===== config.mk =====
export PLATFORM = sky130hd
export DESIGN_NAME = pipeline_ctrl
export DESIGN_NICKNAME = d
export VERILOG_FILES = /design/src/rtl/pipeline_ctrl.sv
export SDC_FILE = /design/constraint.sdc
export NUM_CORES = 1
export LEC_CHECK = 0
export CAP_MARGIN = 20
export CORE_ASPECT_RATIO = 1.2
export CORE_MARGIN = 1.5
export CORE_UTILIZATION = 39
export DETAILED_ROUTE_END_ITERATION = 10
export PLACE_DENSITY = 0.9
export SLEW_MARGIN = 10
export SYNTH_ARGS = -nofsm -noshare
export SYNTH_HDL_FRONTEND = slang
export SYNTH_SLANG_ARGS = --single-unit

===== constraint.sdc =====
create_clock -name clock_i -period 1.7 [get_ports clock_i]
set_input_delay 0.425 -clock clock_i [delete_from_list [all_inputs] [get_ports clock_i]]
set_output_delay 0.425 -clock clock_i [all_outputs]
set_load 0.03 [all_outputs]

===== src/rtl/pipeline_ctrl.sv =====
// Pipeline stall/flush controller: a stall vector with fixed priority, a 32-cycle
// mult/div sequencer, and exception/eret redirects with instruction-fetch draining.
`timescale 1ns/1ps

module pipeline_ctrl (
    input  logic        clock_i,
    input  logic        reset_i,
    input  logic        if_inst_wait_i,
    input  logic        id_load_use_i,
    input  logic        ex_muldiv_req_i,
    input  logic        mem_data_wait_i,
    input  logic        mem_exception_i,
    input  logic [31:0] mem_exception_type_i,
    input  logic [31:0] cp0_epc_i,
    output logic [3:0]  stall_o,
    output logic        flush_o,
    output logic [31:0] flush_pc_o,
    output logic        muldiv_busy_o,
    output logic        muldiv_done_o
);

    typedef enum logic [1:0] {
        RUN    = 2'd0,
        MULDIV = 2'd1,
        DRAIN  = 2'd2,
        FLUSH  = 2'd3
    } state_t;

    localparam logic [31:0] ERET_CODE  = 32'h0000_000e;
    localparam logic [31:0] EXC_VECTOR = 32'hBFC0_0380;
    localparam logic [31:0] RESET_PC   = 32'hBFC0_0000;
    localparam logic [5:0]  MULDIV_LEN = 6'd32;

    state_t      state_q, state_d;
    logic [5:0]  count_q, count_d;
    logic [31:0] flush_pc_q, flush_pc_d;
    logic        flush_q, flush_d;
    logic        done_q, done_d;
    logic [31:0] exc_pc;
    state_t      exc_target;

    // A redirect must wait for any outstanding fetch to land before the flush.
    assign exc_pc     = (mem_exception_type_i == ERET_CODE) ? cp0_epc_i : EXC_VECTOR;
    assign exc_target = if_inst_wait_i ? DRAIN : FLUSH;

    // NOTE: every variable gets a default before the case, so no path can infer a latch.
    always_comb begin
        state_d    = state_q;
        count_d    = count_q;
        flush_pc_d = flush_pc_q;
        done_d     = 1'b0;
        unique case (state_q)
            RUN: begin
                if (mem_exception_i) begin
                    flush_pc_d = exc_pc;
                    state_d    = exc_target;
                end else if (ex_muldiv_req_i) begin
                    count_d = MULDIV_LEN;
                    state_d = MULDIV;
                end
            end
            MULDIV: begin
                if (mem_exception_i) begin
                    count_d    = 6'd0;
                    flush_pc_d = exc_pc;
                    state_d    = exc_target;
                end else begin
                    count_d = count_q - 6'd1;
                    if (count_q == 6'd1) begin
                        done_d  = 1'b1;
                        state_d = RUN;
                    end
                end
            end
            DRAIN: begin
                if (!if_inst_wait_i) state_d = FLUSH;
            end
            FLUSH: begin
                state_d = RUN;
            end
            default: state_d = RUN;
        endcase
        flush_d = (state_d == FLUSH);
    end

    always_comb begin
        stall_o = 4'b0000;
        if (state_q == DRAIN)             stall_o = 4'b1111;
        else if (state_q == FLUSH)        stall_o = 4'b0000;
        else if (mem_data_wait_i)         stall_o = 4'b1111;
        else if (state_q == MULDIV)       stall_o = 4'b0111;
        else if (id_load_use_i)           stall_o = 4'b0011;
        else if (if_inst_wait_i)          stall_o = 4'b0001;
    end

    // NOTE: state registers use non-blocking assignments so all flops update together.
    always_ff @(posedge clock_i or posedge reset_i) begin
        if (reset_i) begin
            state_q    <= RUN;
            count_q    <= 6'd0;
            flush_pc_q <= RESET_PC;
            flush_q    <= 1'b0;
            done_q     <= 1'b0;
        end else begin
            state_q    <= state_d;
            count_q    <= count_d;
            flush_pc_q <= flush_pc_d;
            flush_q    <= flush_d;
            done_q     <= done_d;
        end
    end

    assign flush_o       = flush_q;
    assign flush_pc_o    = flush_pc_q;
    assign muldiv_done_o = done_q;
    assign muldiv_busy_o = (state_q == MULDIV);

endmodule


# == Word level (Yosys, flattened, before mapping) ==
# Cells that the tools add are included.
# W data, S select, Z words.
# totals
reg_bits,42
in_bits,71
output_inout_bits,39
elab_cells,40
# classes
n_addsub,1
eq_ne,8
muxes,21
reduce_logical,5
# ops
op,n
$eq A32 B4 Y1 const B,1
$mux W32,1
$mux W6,3
$mux W2,6
$mux W4,3
$pmux W6 S2,1
$pmux W2 S4,1
$eq A2 B2 Y1 const B,3
$eq A6 B1 Y1 const B,1
$sub A6 B1 Y6 const B,1
$mux W1,5
$ne A2 B2 Y1 const B,2
$mux W3,1
$reduce_and A3 Y1,1
$eq A2 B1 Y1 const B,1
$logic_not A2 Y1,1
$reduce_and A2 Y1,1
$reduce_bool A2 Y1,1
$reduce_or A2 Y1,1

# == Depth between registers and ports, before layout ==
# Gate-level depths: netlist of the first run.
# logic_depth
ltp_word,6
mapped_depth,5
mapped_depth_nobuf,5

# == Worst setup path before layout of the first run ==
# Ideal clock, no wire load.
# synth_path
path_kind,register -> output
from,reg state_q[1]
to,out stall_o[0]
t_arrival_ns,1.566
required_ns,1.275
setup_slack_ns,-0.291
path_stages_with_launch,6
path_buffers,1
cell_sequence,dfrtp_1 -> buf_2 -> nor2_1 -> a21oi_1 -> nor2_1 -> o21ai_0
# synth_between
elab_chain_cells,5
elab_cells_between_ends,7
cone_classes,eq/ne (3); mux (4)
# synth_rtl
element,line_no,rtl
start: declaration,34,"state_t state_q, state_d;"
start signal: assignment,105,state_q <= state_d;
$eq A2 B1 Y1,91,else if (state_q == MULDIV) stall_o = 4'b0111;
$mux W3,91,
$mux W4,90,else if (mem_data_wait_i) stall_o = 4'b1111;
$mux W4,89,else if (state_q == FLUSH) stall_o = 4'b0000;
$mux W4 (*),88,if (state_q == DRAIN) stall_o = 4'b1111;
end: declaration,15,"output logic [3:0] stall_o,"
# Mark *: on every way between the ends. The rest lies on a longest branch, timed or not.

# == Final worst setup path of the first run ==
# layout_path
from,reg state_q[0]
to,out stall_o[1]
# Same word-level chain as after synthesis.

==> impl_metrics.toml, run 1 <==
[power_and_ir_drop]
p_leak_uw = 0.00155
power.density_nw_per_um2 = 900
fin_total_pwr_uw = 3010
switching_power_uw = 1080
p_clk_share_pct = 21.3
p_sw_share_pct = 35.7
p_int_uw = 1940
p_comb_share_pct = 39.7
irDropWorstVdd_v = 0.000519
pwr-share-seq_pct = 39.0

[timing]
clock_skew_ns = 0.00617
setup_ws_ns = 0.0161
maxSlewHeadroom_pct = 78.7
rsz0062_at_grt = "yes"
fmax_mhz = 594
post-route-min-period_ns = 1.68
finalHoldViolations = 0
drv_slew = 0
setup_viol = 0
whs_ns = 0.475
post-route-period-util_pct = 99.1
tightestPinTransition_ns = 0.318

[hold_path]
min_from = "flush_pc_o[6]"
min_path_cells = 2
hold_path.class = "reg2reg"
worstHoldEndpoint = "flush_pc_o[6]"

[logic_synthesis]
synth_warnings = 0
ys.flop_type = "dfrtp_1"
synth_area_um2 = 1990
synth_seq_cells = 42
async_reset_ff_share_pct = 100
ys_seq_area_share_pct = 53.5
synth.net_count = 288
synthCells = 215
syn_area_per_cell_um2 = 9.24
synth_cell_types = 30
synth-edff-count = 0

[worst_setup_path]
cp_max_fo = 4
timing.rr.start = "state_q[1]"
critPathTopFamily = "flip-flops"
cp-start-kind = "flip-flop"
cp.arrival_ns = 1.26
endpoint_kind = "primary output"
path_cells = "inv_2, nor2_4, nor2_2, o21ai_1, buf_4"
rrSetupSlack_ns = 0.22
cp_num_buf_inv = 2
ff2ff_path_depth = 5
critPathMaxStageDelay_ns = 0.44
critPathRequiredTime_ns = 1.27
slowest_stage = "dfrtp_1"
worstReg2RegEnd = "count_q[2]"
crit_start = "state_q[0]"
crit_type = "reg2out"

[finish]
synthToLayoutAreaGrowth_pct = 68.5
layout-drive-gt1-share_pct = 24.2
register_area_um2 = 1060
fin_cells = 399
fin_nets = 411
fillCellCount = 399
multi_input_area_um2 = 928
antennaDiodeCount = 0

[floorplanning]
rows = 28
start_util_pct = 40.5
die_w_um = 68.2
core_region_area_um2 = 4900
io_pins = 110
die_area_um2 = 5530
fp.dieH_um = 81.2

[cts]
cts_hold_buf = 0
h-tree-depth = 2
clock_path_buffers = 2
cts_root_buf = "clkbuf_8"
cts_tree = "yes"
cts.sinks = 42
cts_made_buffers = 5
clkTransAtPathRegs_ns = 0.08
clk_latency_ns = 0.28

[drt]
drc_errors = 0
dr.pass1.iters = 4
vias = 1985
drt_wl_total_um = 5540
ant_nets = 0
initialDrtViolationCount = 137
routedWlPerCell_um = 13.9
drt-vias-per-instance = 4.97

[place]
place_ws_ns = -0.512
place_congestion = 0.774
port_buffers = 109
dp.cells = 382
place_hpwl_um = 3990

[global_routing]
grt.total_usage_pct = 20.7
grt_max_degree = 43
antenna_found_initial = 0
grt_pass1_vias = 1954
grt_pass1_wl_um = 8570
grt_overflow = 0

[status]
outcome = "complete, no violations"

[flow_run]
maxCapViolations = 0
==> worst max-delay path by stage <==
stage                     endpoint  slack [ns]  cells after the start
floorplan               stall_o[0]       -0.07                      5
global placement    flush_pc_o[18]       -0.46                      5
detailed placement  flush_pc_o[20]       -0.51                      5
CTS                     stall_o[1]      -0.005                      5
global route            stall_o[1]       -0.08                      5
finish                  stall_o[1]        0.02                      5
==> cells by family (layout without fill, tap and decap cells) <==
logic type | after synthesis | count (layout) | synth area share, %
and+or+nand+nor | 101 | 104 | 23.1
adders and majority gates | 2 | 2 | 1.26
DFF | 42 | 42 | 53.5
xor gates and xnor gates | 2 | 2 | 0.882
buffers and inverters | 20 | 141 | 4.66
AOI/OAI and AO/OA | 48 | 48 | 16.6
==> power groups by stage <==
stage	logic (uW)	registers (uW)	clock network (uW)
floorplan	688	1180	0
global placement	1120	1180	0
global route	1320	1190	707
finish	1200	1180	642
CTS	1190	1170	662
detailed placement	1150	1190	0
==> Yosys cell counts (2+ instances only) <==
library cell	count	share of area, %
buf_2	2	0.50
dfstp_2	9	12
o21ai_0	8	2.0
nand2_1	47	8.9
dfrtp_1	33	42
nor2_1	34	6.4
nor3_1	3	0.76
a21oi_1	15	3.8
nand2b_1	3	0.94
o21ai_2	20	8.8
nor4_1	2	0.63
clkbuf_1	7	1.3
buf_6	2	1.1
ha_1	2	1.3
nor4_2	4	2.5
nand4_1	2	0.63
nor2b_1	2	0.63
inv_1	8	1.5
==> per-stage QoR <==
stage | util, % | cell area (um^2) | TNS (ns)
after floorplan | - | 1990 | -0.149
after global placement | 64.7 | 3170 | -12.53
after detailed placement | 64.7 | 3170 | -14.25
after CTS | 67.1 | 3290 | -0.00510
after global routing | 68.3 | 3350 | -0.319
final | 68.3 | 3350 | 0
==> worst register-to-register path, stage by stage (launching register included) <==
cell	delay [ns]
dfrtp_2	0.46
buf_4	0.17
or3b_2	0.54
nor2_1	0.11
o21ai_0	0.07
o21ai_0	0.07
==> registers in the layout, summed over array words and instances, names as in the netlist <==
signal         flops
flush_pc_o        32
count_q            6
state_q            2
flush_o            1
muldiv_done_o      1
==> what timing repair did <==
item	4_1_cts	5_1_grt
resized for setup	70	20
pin swaps	16	16
hold endpoints to repair	0	0
endpoints found under the setup margin	64	35
setup buffers	4	2
gates cloned	2	1
==> metal layers <==
metal	GRT usage (%)	part of all wire [%]	wire [um]	vias up
met5	0	0	0	-
met4	7.20	1.2	65	0
met3	4.71	6.2	345	7
met2	38.7	55	3050	77
met1	22.3	38	2080	934
li1	-	-	-	967
==> area by class of cell <==
cell class | instances | share of cell area (%)
clock buffer | 7 | 2.58
inverter | 8 | 0.897
sequential | 42 | 31.8
clock inverter | 1 | 0.149
tap | 60 | 2.24
timing repair buffer | 125 | 34.6
multi-input combinational | 156 | 27.7
==> cell usage in the layout (no fill, tap or decap), drive strengths merged, types with 4 or more instances in the layout <==
cell type,instances
clkdlybuf4s15,5
nand2,47
dlymetal6s2s,7
nor2,34
or3,4
a21oi,15
o21ai,28
dfstp,9
nor4,6
buf,21
dlygate4sd2,47
dfrtp,33
clkdlybuf4s50,42
clkbuf,10
inv,8
Note: power is estimated with default switching activity, not from simulation.
==> run 2: changes to the inputs <==
--- a/config.mk
+++ b/config.mk
@@ -5,12 +5,13 @@
 export SDC_FILE = /design/constraint.sdc
 export NUM_CORES = 1
 export LEC_CHECK = 0
-export CAP_MARGIN = 20
+export CAP_MARGIN = 10
 export CORE_ASPECT_RATIO = 1.2
 export CORE_MARGIN = 1.5
 export CORE_UTILIZATION = 39
 export DETAILED_ROUTE_END_ITERATION = 10
 export PLACE_DENSITY = 0.9
+export REMOVE_ABC_BUFFERS = 1
 export SLEW_MARGIN = 10
 export SYNTH_ARGS = -nofsm -noshare
 export SYNTH_HDL_FRONTEND = slang
==> impl_metrics.toml, run 2 (synthesis results as in run 1) <==
[power_and_ir_drop]
irDropWorstVdd_v = 0.000558
p_sw_share_pct = 34.2
power.density_nw_per_um2 = 1000
fin_total_pwr_uw = 3410
switching_power_uw = 1170
p_clk_share_pct = 27.3
pwr-share-seq_pct = 34.4
p_comb_share_pct = 38.4
p_int_uw = 2250
p_leak_uw = 0.00159

[hold_path]
hold_path.class = "in2async"

[place]
place_hpwl_um = 4390
place_congestion = 0.847
port_buffers = 109

[cts]
clkTransAtPathRegs_ns = 0.08
cts_hold_buf = 0
cts_made_buffers = 5
cts_tree = "yes"
clk_latency_ns = 0.30
cts_root_buf = "clkbuf_8"
h-tree-depth = 2
cts.sinks = 42
clock_path_buffers = 2

[worst_setup_path]
path_depth = 5
timing.rr.start = "state_q[1]"
cp-start-kind = "flip-flop"
endpoint_kind = "primary output"
critPathRequiredTime_ns = 1.27
crit_top_cell = "nor2_2"
rrSetupSlack_ns = 0.14
critPathTopFamily = "flip-flops"
cp.arrival_ns = 1.32
slowest_stage = "dfrtp_2"
cp_max_fo = 4
cp_num_buf_inv = 1
worstReg2RegEnd = "count_q[2]"
critPathMaxStageDelay_ns = 0.45
ff2ff_path_depth = 6
crit_type = "reg2out"
path_cells = "nor2_2, a21oi_2, nor2_2, o21ai_1, buf_4"

[drt]
drt-vias-per-instance = 5.10
vias = 2035
ant_nets = 0
initialDrtViolationCount = 113
dr.pass1.iters = 4
drc_errors = 0
drt_wl_total_um = 6430
routedWlPerCell_um = 16.1

[status]
outcome = "complete, but fails checks"
violations = "setup timing"

[global_routing]
antenna_found_initial = 0
grt_overflow = 0
grt_pass1_vias = 2052
grt_max_degree = 36
grt_pass1_wl_um = 9660
grt.total_usage_pct = 23.8

[floorplanning]
rows = 28
die_w_um = 68.2
core_region_area_um2 = 4900
die_area_um2 = 5530
start_util_pct = 40.5
fp.dieH_um = 81.2
io_pins = 110

[timing]
fmax_mhz = 574
clock_skew_ns = 0.00610
setup_ws_ns = -0.0410
whs_ns = 0.343
setup_viol = 2
rsz0062_at_grt = "yes"
post-route-min-period_ns = 1.74
drv_slew = 0
tightestPinTransition_ns = 0.373
maxSlewHeadroom_pct = 75.0
finalHoldViolations = 0
post-route-period-util_pct = 102

[finish]
synthToLayoutAreaGrowth_pct = 71.9
largest_reg_flops = 32
fin_nets = 411
final_common_cell = "dlygate4sd2_1"
fin_util_pct = 69.6
mostFrequentLayoutCells = "53 x dlygate4sd2_1, 47 x nand2_1, 44 x clkdlybuf4s50_1, 31 x nor2_1, 31 x dfrtp_1"
layout-drive-gt1-share_pct = 23.3
antennaDiodeCount = 0
fillCellCount = 381

[flow_run]
maxCapViolations = 0
==> run 2: layer usage <==
layer	track usage (%)	up-vias	share of wire (%)
li1	-	962	-
met1	26.2	969	36
met2	42.1	84	55
met3	5.68	20	5.7
met4	11.6	0	3.4
met5	0	-	0
==> run 2: through the flow <==
step	setup WS (ns)	TNS [ns]	cell area (um^2)	cells
global route	-0.108	-0.354	3410	399
detailed placement	-0.502	-13.35	3200	382
floorplan	-0.293	-8.26	1920	203
finish	-0.0410	-0.0653	3410	399
CTS	-0.0407	-0.0812	3320	395
global placement	-0.416	-11.61	3200	382
==> run 2: worst max path at each step <==
stage,slack [ns],end,startpoint
2_1_floorplan,-0.29,state_q[0],state_q[1]
3_3_place_gp,-0.42,flush_pc_o[6],mem_exception_type_i[26]
3_5_place_dp,-0.50,flush_pc_o[20],mem_exception_type_i[29]
4_1_cts,-0.04,stall_o[0],state_q[1]
5_1_grt,-0.11,stall_o[1],state_q[1]
6_report,-0.04,stall_o[1],state_q[1]
==> run 2: area by class of cell <==
| cell class | instances | area, um^2 | area share [%] |
|---|---|---|---|
| repair buffers | 126 | 1200 | 35.3 |
| flip-flops and latches | 42 | 1060 | 31.2 |
| multi-input cells | 155 | 907 | 26.6 |
| well taps | 60 | 75.1 | 2.20 |
| clock buffers | 5 | 68.8 | 2.02 |
| clock inverters | 3 | 63.8 | 1.87 |
| inverters | 8 | 30.0 | 0.879 |
==> run 2: power by group through the flow <==
stage / Clock [uW] / Combinational [uW] / Sequential, uW
4_1_cts: 951 / 1210 / 1170
3_3_place_gp: 0 / 1130 / 1180
6_report: 931 / 1310 / 1170
3_5_place_dp: 0 / 1180 / 1190
5_1_grt: 989 / 1420 / 1190
2_1_floorplan: 0 / 616 / 1190
==> run 2: timing repair <==
action                                 in CTS  in global routing
pin swaps                                   9                 14
gates cloned                                2                  1
resized for setup                          62                 20
setup endpoints to repair                  57                 38
setup buffers                               3                  3
endpoints found under the hold margin       0                  0
==> run 3: changes to the inputs <==
--- a/config.mk
+++ b/config.mk
@@ -10,6 +10,7 @@
 export CORE_MARGIN = 1.5
 export CORE_UTILIZATION = 39
 export DETAILED_ROUTE_END_ITERATION = 10
+export MAX_ROUTING_LAYER = met4
 export PLACE_DENSITY = 0.9
 export REMOVE_ABC_BUFFERS = 1
 export SLEW_MARGIN = 10
==> impl_metrics.toml, run 3 (synthesis results as in run 1) <==
[worst_setup_path]
ff2ff_path_depth = 6
endpoint_kind = "primary output"
timing.rr.start = "state_q[1]"
cp.arrival_ns = 1.31
rrSetupSlack_ns = 0.14
cp_max_fo = 4
crit_type = "reg2out"
worstReg2RegEnd = "count_q[2]"
critPathRequiredTime_ns = 1.27
cp-start-kind = "flip-flop"

[floorplanning]
die_w_um = 68.2
rows = 28
die_area_um2 = 5530
fp.dieH_um = 81.2
start_util_pct = 40.5
core_region_area_um2 = 4900
io_pins = 110

[global_routing]
grt.total_usage_pct = 24.5
grt_overflow = 0
grt_pass1_vias = 2044
grt_max_degree = 36
antenna_found_initial = 0
grt_pass1_wl_um = 9670

[timing]
fmax_mhz = 575
tns_ns = -0.0640
rsz0062_at_grt = "yes"
drv_slew = 0
setup_ws_ns = -0.0397
clock_skew_ns = 0.00653
tightestPinTransition_ns = 0.373
post-route-min-period_ns = 1.74
finalHoldViolations = 0
post-route-period-util_pct = 102
maxSlewHeadroom_pct = 74.9
setup_viol = 2
whs_ns = 0.342

[drt]
drt_wl_total_um = 6470
drc_errors = 0
initialDrtViolationCount = 125
ant_nets = 0
drt-vias-per-instance = 5.09
routedWlPerCell_um = 16.2
vias = 2032
dr.pass1.iters = 4

[place]
place_hpwl_um = 4390
port_buffers = 109
place_ws_ns = -0.502
place_congestion = 0.861
dp.cells = 382

[cts]
cts.sinks = 42
clock_path_buffers = 2
clk_latency_ns = 0.30
h-tree-depth = 2
cts_made_buffers = 5
cts_tree = "yes"
cts_root_buf = "clkbuf_8"
clkTransAtPathRegs_ns = 0.08

[finish]
final_common_cell = "dlygate4sd2_1"
fin_cells = 399
largest_reg_flops = 32
fillCellCount = 381
layout-drive-gt1-share_pct = 23.3
mostFrequentLayoutCells = "53 x dlygate4sd2_1, 47 x nand2_1, 44 x clkdlybuf4s50_1, 31 x nor2_1, 31 x dfrtp_1"
synthToLayoutAreaGrowth_pct = 71.9
fin_nets = 411
antennaDiodeCount = 0

[power_and_ir_drop]
irDropWorstVdd_v = 0.000559
p_leak_uw = 0.00159
power.density_nw_per_um2 = 1000
fin_total_pwr_uw = 3420

[status]
violations = "setup timing"
outcome = "complete, but fails checks"

[flow_run]
maxCapViolations = 0

[hold_path]
hold_path.class = "in2async"
## run 3: cell type report
type	instances	area [um^2]	share of cell area, %
Inverter	8	30.0	0.879
Sequential cell	42	1060	31.2
Tap cell	60	75.1	2.20
Clock inverter	3	63.8	1.87
Clock buffer	5	68.8	2.02
Multi-Input combinational cell	155	907	26.6
Timing Repair Buffer	126	1200	35.3
## run 3: layer usage
| layer | wire length [um] | global-route usage, % | vias up | share of wire (%) |
|---|---|---|---|---|
| li1 | - | - | 964 | - |
| met1 | 2420 | 26.6 | 964 | 37 |
| met2 | 3500 | 42.0 | 82 | 54 |
| met3 | 312 | 5.12 | 22 | 4.8 |
| met4 | 237 | 11.6 | 0 | 3.7 |
| met5 | 0 | - | - | 0 |
## run 3: power by group
group	internal (uW)	switching [uW]	total [uW]	leakage (uW)
registers	1080	86.5	1170	0.000526
logic	580	733	1310	0.00100
clock network	581	353	934	0.0000658
## run 3: worst max path at each step
stage / depth (start not counted) / slack [ns] / end / from
final: 5 / -0.04 / stall_o[1] / state_q[1]
after detailed placement: 5 / -0.50 / flush_pc_o[20] / mem_exception_type_i[29]
after CTS: 5 / -0.04 / stall_o[0] / state_q[1]
after global placement: 5 / -0.42 / flush_pc_o[6] / mem_exception_type_i[26]
after global routing: 5 / -0.11 / stall_o[1] / state_q[1]
after floorplan: 3 / -0.29 / state_q[0] / state_q[1]
## run 3: timing repair
item                                    4_1_cts  5_1_grt
hold buffers                                  0        0
setup buffers                                 3        3
gates resized for setup                      62       20
gates cloned                                  2        1
pin swaps                                     9       14
endpoints found under the setup margin       57       38
## run 3: worst max-delay path, cell delays in order (launching register included)
cell,delay [ns]
dfrtp_2,0.44
nor2_2,0.10
a21oi_2,0.05
nor2_2,0.15
o21ai_1,0.09
buf_4,0.17
## run 3: per-stage QoR
step,util [%],instance area [um^2]
floorplan,-,1920
global placement,65.3,3200
detailed placement,65.3,3200
CTS,67.8,3320
global route,69.6,3410
finish,69.6,3410
